--- src/rtl/rc5_decipher_seq_if.sv ---
// Bus between the RC5 decipher round sequencer and its wrapper: start/ciphertext in,
// S RAM read port, plaintext and status out.
interface rc5_decipher_seq_if #(
    parameter int W     = 32,
    parameter int T_LEN = 5
);
    logic             start;
    logic             key_ready;
    logic [W-1:0]     ct_a;
    logic [W-1:0]     ct_b;
    logic             s_rd;
    logic [T_LEN-1:0] s_addr;
    logic [W-1:0]     s_data;
    logic [W-1:0]     pt_a;
    logic [W-1:0]     pt_b;
    logic             busy;
    logic             done;

    // Wrapper side: owns the request, the ciphertext and the S RAM read data.
    modport master (
        output start, key_ready, ct_a, ct_b, s_data,
        input  s_rd, s_addr, pt_a, pt_b, busy, done
    );

    modport slave (
        input  start, key_ready, ct_a, ct_b, s_data,
        output s_rd, s_addr, pt_a, pt_b, busy, done
    );
endinterface

--- src/rtl/rc5_decipher_seq.sv ---
// RC5-W/R decryption round sequencer: walks S[2R+1]..S[0] through a synchronous
// read port and applies the inverse rounds to the latched ciphertext pair.
module rc5_decipher_seq #(
    parameter int W       = 32,
    parameter int R       = 12,
    parameter int T_LEN   = $clog2(2*(R+1)),
    parameter int ROT_LEN = $clog2(W)
) (
    input  logic               clk,
    input  logic               rst,
    rc5_decipher_seq_if.slave  bus
);
    typedef enum logic [2:0] {IDLE, PRIME, EVEN, ODD, FIN_B, FIN_A, DONE} state_t;

    localparam logic [T_LEN-1:0] TOP_ADDR = T_LEN'(2*R + 1);

    state_t           state;
    state_t           state_nxt;
    logic [W-1:0]     a;
    logic [W-1:0]     b;
    logic [T_LEN-1:0] i;
    logic [T_LEN-1:0] addr_even;
    logic [W-1:0]     b_even;
    logic [W-1:0]     a_odd;
    logic             accept;

    function automatic logic [W-1:0] rotr(input logic [W-1:0] x, input logic [ROT_LEN-1:0] n);
        logic [ROT_LEN-1:0] m;
        m = -n;  // left shift by W-n modulo W; n==0 gives x | x
        return (x >> n) | (x << m);
    endfunction

    assign accept    = (state == IDLE) && bus.start && bus.key_ready;
    assign addr_even = {i[T_LEN-2:0], 1'b0};
    assign b_even    = rotr(b - bus.s_data, a[ROT_LEN-1:0]) ^ a;
    assign a_odd     = rotr(a - bus.s_data, b[ROT_LEN-1:0]) ^ b;

    assign bus.busy = (state != IDLE);
    assign bus.done = (state == DONE);

    // NOTE: state registers use non-blocking assignments so every flop samples pre-edge values.
    always_ff @(posedge clk or posedge rst) begin
        if (rst) state <= IDLE;
        else     state <= state_nxt;
    end

    // NOTE: every output of this block gets a default first, so no path can infer a latch.
    always_comb begin
        state_nxt  = state;
        bus.s_rd   = 1'b0;
        bus.s_addr = '0;
        unique case (state)
            IDLE:  if (accept) state_nxt = PRIME;
            PRIME: begin
                bus.s_rd   = 1'b1;
                bus.s_addr = TOP_ADDR;
                state_nxt  = EVEN;
            end
            EVEN: begin
                bus.s_rd   = 1'b1;
                bus.s_addr = addr_even;
                state_nxt  = ODD;
            end
            ODD: begin
                // Prefetch S[2(i-1)+1]; with i==1 that is S[1] for the final B subtraction.
                bus.s_rd   = 1'b1;
                bus.s_addr = addr_even - T_LEN'(1);
                state_nxt  = (i == T_LEN'(1)) ? FIN_B : EVEN;
            end
            FIN_B: begin
                bus.s_rd   = 1'b1;
                bus.s_addr = '0;
                state_nxt  = FIN_A;
            end
            FIN_A:   state_nxt = DONE;
            DONE:    state_nxt = IDLE;
            default: state_nxt = IDLE;
        endcase
    end

    always_ff @(posedge clk or posedge rst) begin
        if (rst) begin
            a        <= '0;
            b        <= '0;
            i        <= '0;
            bus.pt_a <= '0;
            bus.pt_b <= '0;
        end else begin
            unique case (state)
                IDLE: if (accept) begin
                    a <= bus.ct_a;
                    b <= bus.ct_b;
                    i <= T_LEN'(R);
                end
                EVEN: b <= b_even;
                ODD: begin
                    a <= a_odd;
                    i <= i - T_LEN'(1);
                end
                FIN_B: b <= b - bus.s_data;
                FIN_A: begin
                    bus.pt_a <= a - bus.s_data;
                    bus.pt_b <= b;
                end
                default: ;
            endcase
        end
    end
endmodule
--- src/flat_wrapper.sv ---
// flat-port wrapper written by rule: the top's interface ports become plain ports
module rc5_decipher_seq_flat 
#(
    parameter int W       = 32,
    parameter int R       = 12,
    parameter int T_LEN   = $clog2(2*(R+1)),
    parameter int ROT_LEN = $clog2(W)
)
  (clk, rst, bus_start, bus_key_ready, bus_ct_a, bus_ct_b, bus_s_data, bus_s_rd, bus_s_addr, bus_pt_a, bus_pt_b, bus_busy, bus_done);
  rc5_decipher_seq_if #(.W(W), .T_LEN(T_LEN)) bus_i ();
  input  logic clk;
  input  logic rst;
  input wire logic [$bits(bus_i.start)-1:0] bus_start;
  input wire logic [$bits(bus_i.key_ready)-1:0] bus_key_ready;
  input wire logic [$bits(bus_i.ct_a)-1:0] bus_ct_a;
  input wire logic [$bits(bus_i.ct_b)-1:0] bus_ct_b;
  input wire logic [$bits(bus_i.s_data)-1:0] bus_s_data;
  output wire logic [$bits(bus_i.s_rd)-1:0] bus_s_rd;
  output wire logic [$bits(bus_i.s_addr)-1:0] bus_s_addr;
  output wire logic [$bits(bus_i.pt_a)-1:0] bus_pt_a;
  output wire logic [$bits(bus_i.pt_b)-1:0] bus_pt_b;
  output wire logic [$bits(bus_i.busy)-1:0] bus_busy;
  output wire logic [$bits(bus_i.done)-1:0] bus_done;
  assign bus_i.start = bus_start;
  assign bus_i.key_ready = bus_key_ready;
  assign bus_i.ct_a = bus_ct_a;
  assign bus_i.ct_b = bus_ct_b;
  assign bus_i.s_data = bus_s_data;
  assign bus_s_rd = bus_i.s_rd;
  assign bus_s_addr = bus_i.s_addr;
  assign bus_pt_a = bus_i.pt_a;
  assign bus_pt_b = bus_i.pt_b;
  assign bus_busy = bus_i.busy;
  assign bus_done = bus_i.done;
  rc5_decipher_seq #(.W(W), .R(R), .T_LEN(T_LEN), .ROT_LEN(ROT_LEN)) u_core (.clk(clk), .rst(rst), .bus(bus_i));
endmodule
--- config.mk ---
export PLATFORM = sky130hd
export DESIGN_NAME = rc5_decipher_seq_flat
export DESIGN_NICKNAME = d
export VERILOG_FILES = /design/src/rtl/rc5_decipher_seq_if.sv /design/src/rtl/rc5_decipher_seq.sv /design/src/flat_wrapper.sv
export SDC_FILE = /design/constraint.sdc
export NUM_CORES = 1
export LEC_CHECK = 0
export BUFFER_PORTS_ARGS = -buffer_cell sky130_fd_sc_hd__buf_2
export CORE_UTILIZATION = 40
export DETAILED_ROUTE_END_ITERATION = 8
export SLEW_MARGIN = 20
export SYNTH_ARGS = -nofsm -noshare
export SYNTH_HDL_FRONTEND = slang
export SYNTH_SLANG_ARGS = --single-unit
--- constraint.sdc ---
create_clock -name clk -period 17.2 [get_ports clk]
set_clock_uncertainty 0.1 [all_clocks]
set_input_delay 0.86 -clock clk [delete_from_list [all_inputs] [get_ports clk]]
set_output_delay 0.86 -clock clk [all_outputs]
set_load 0.005 [all_outputs]
==> metrics <==
status=complete, but fails checks; violated checks=design-rule violations; detailed-route wire length per cell=34.1 um; Sum Neg Setup Slack=0 ps; Root Driver=clkbuf_16; post-synthesis simple-gate area fraction=20.0%; final setup fails=0; post-synth cell types=102; CP Launch Type=flip-flop; Tot GR Track Use=44.2%; Post-DP Area=0.0210 mm^2; worst reg2reg path startpoint=u_core.b[0]; via-per-instance ratio=7.27; Critical Path RT=17470 ps; Placer Congestion=1.08; port bufs=171; Crit. End Element=flip-flop; Rel. slew slack=19.2%; GRT overflow=0; Die X=223 um; Syn Inst Count=2614; Critical Path Source=u_core.b[0]; Post-synth EDFFs=0; TritonCTS clock tree=built; max-cap violation count=0; Post CTS Setup Buffer Count=0; Max Slew Vio Count=0; Post-Synth Adder-Cell Area=4.48%; largest family of logic cells by synthesized area=compound AO/OA/AOI/OAI gates; initial cell density of the core=40.8%; Layout fillers=4925; Worst EP arrival=6230 ps; unrepaired setup endpoints after global routing=no; dpl hpwl=88200 um; antenna viol nets, final=0; cell area after layout=0.0216 mm^2; Ys Warns=0; row cnt=80; post_cts resized=0; initial antenna violation count=8; CORE AREA=0.0480 mm^2; die area=0.0499 mm^2; Crit Path Max Fanout=49; commonest non-fill, non-tap cell in the layout=nand2_1; HP Class=flip-flop to flip-flop; Boundary Pins=172; DRT iter0 DRCs=4187; top_reg_cell synth=dfrtp_1; H-tree lvl count=4; DR vias=23985; Post-Syn Nets=2783; # DRC=3; worst-margin pin slew=1210 ps; number of global-route vias before repair=21456; Post-Syn Area per Cell=7.50 um^2; post-synthesis mux area share=14.2%; compound-gate portion of the synthesized area=33.5%; Yosys reg bits=136; Final Hold Vio Count=0; Synth Area in XOR/XNOR=4.96%; first-pass GRT wire length=158000 um; largest net degree at the start of global routing=94; Clock Sinks=136; sequential cell area fraction in the yosys report=17.4%; synthesized area=0.0196 mm^2; min cycle time layout=5970 ps; fmax=0.168 GHz; ys async rst share=100%; most frequent cells in the layout=327 x nand2_1, 238 x nor2_1, 223 x o21ai_0; total routed wirelength=113000 um; Worst Path Class, Setup=flip-flop to flip-flop; worst-skew pair later-pin latency=500 ps; fin crit share=34.7%; Fin Hold WS=377 ps; area grow syn2layout=10.1%; hold buffer count at CTS=0; CTS clk-pin slew, worst paths=80 ps; min-delay src=u_core.bus.pt_a[20]; CTS Buf Count=17; DR pass1 iterations=9; Clock Tree Buf Depth=2; die height=223 um; final layout net count=2831; layout cell share with drive strength beyond 1=17.0%
sequential cells by signal, summed over array words and instances (netlist names):
signal	cells
u_core.i	5
u_core.a	32
u_core.b	32
u_core.state	3
u_core.bus.pt_a	32
u_core.bus.pt_b	32
per-layer routing:
| metal | track usage [%] | share of wire, % | wire length (um) |
|---|---|---|---|
| met5 | 0 | 0.083 | 94 |
| met2 | 60.5 | 39 | 44000 |
| met4 | 18.9 | 4.9 | 5470 |
| met1 | 60.9 | 41 | 45600 |
| met3 | 17.4 | 16 | 17500 |
layout make-up:
type / instances / area [um^2] / share of cell area (%)
well taps: 615 / 769 / 3.57
inverters: 74 / 283 / 1.31
clock inverters: 14 / 134 / 0.620
multi-input cells: 2203 / 15200 / 70.6
flip-flops and latches: 136 / 3410 / 15.8
clock buffers: 18 / 439 / 2.04
repair buffers: 230 / 1300 / 6.02
diodes: 8 / 20.0 / 0.0928
synthesized netlist by cell type, types with 67 or more instances:
cell type | n | share of area, %
dfrtp_1 | 136 | 17
a21oi_1 | 170 | 4.3
mux2_2 | 67 | 3.8
inv_1 | 72 | 1.4
nor2_1 | 240 | 4.6
o21ai_0 | 223 | 5.7
xnor2_1 | 71 | 3.2
ha_1 | 67 | 4.3
nand3_1 | 73 | 1.9
clkbuf_1 | 144 | 2.8
nand2_1 | 327 | 6.3
mux2i_1 | 82 | 4.2
path summary, 6_finish.rpt:
check                           slack [ps]  cells past startpoint             endpoint
worst max-delay path                 11230                     16         u_core.b[24]
worst min-delay path                   380                      2  u_core.bus.pt_a[20]
worst max register to register       11230                     16         u_core.b[24]
worst min register to register         380                      2  u_core.bus.pt_a[20]
max in group asynchronous            15180                      3  u_core.bus.pt_a[16]
min in group asynchronous              410                      2          u_core.i[2]
cells by family (layout without fill, tap and decap cells):
group	Yosys count	after routing
compound gates	952	952
xor+xnor	111	111
fa+ha+maj	69	69
buf+inv	275	336
flops	136	136
mux	203	203
other cells	0	8
simple gates	868	868
worst max-delay path: stages, from the launching register on:
cell	delay [ps]
dfrtp_2	410
inv_2	40
buf_4	530
ha_1	260
inv_1	50
fa_1	470
a211oi_4	360
o21ai_4	180
a221oi_4	400
o21ai_0	240
xor2_1	440
o21ai_0	450
a222oi_1	810
o21ai_0	260
o31ai_1	560
xnor2_1	180
o21ai_0	80
per-stage QoR:
stage	util [%]	worst slack [ps]	instances
after floorplan	-	11590	2614
after global placement	43.7	11410	3258
after CTS	44.9	11410	3290
after global routing	44.9	11150	3290
final	44.9	11230	3298
after detailed placement	43.7	11440	3258
Power is not shown: default switching activity piles up to over one toggle a cycle in this logic, so the estimate is an artifact.
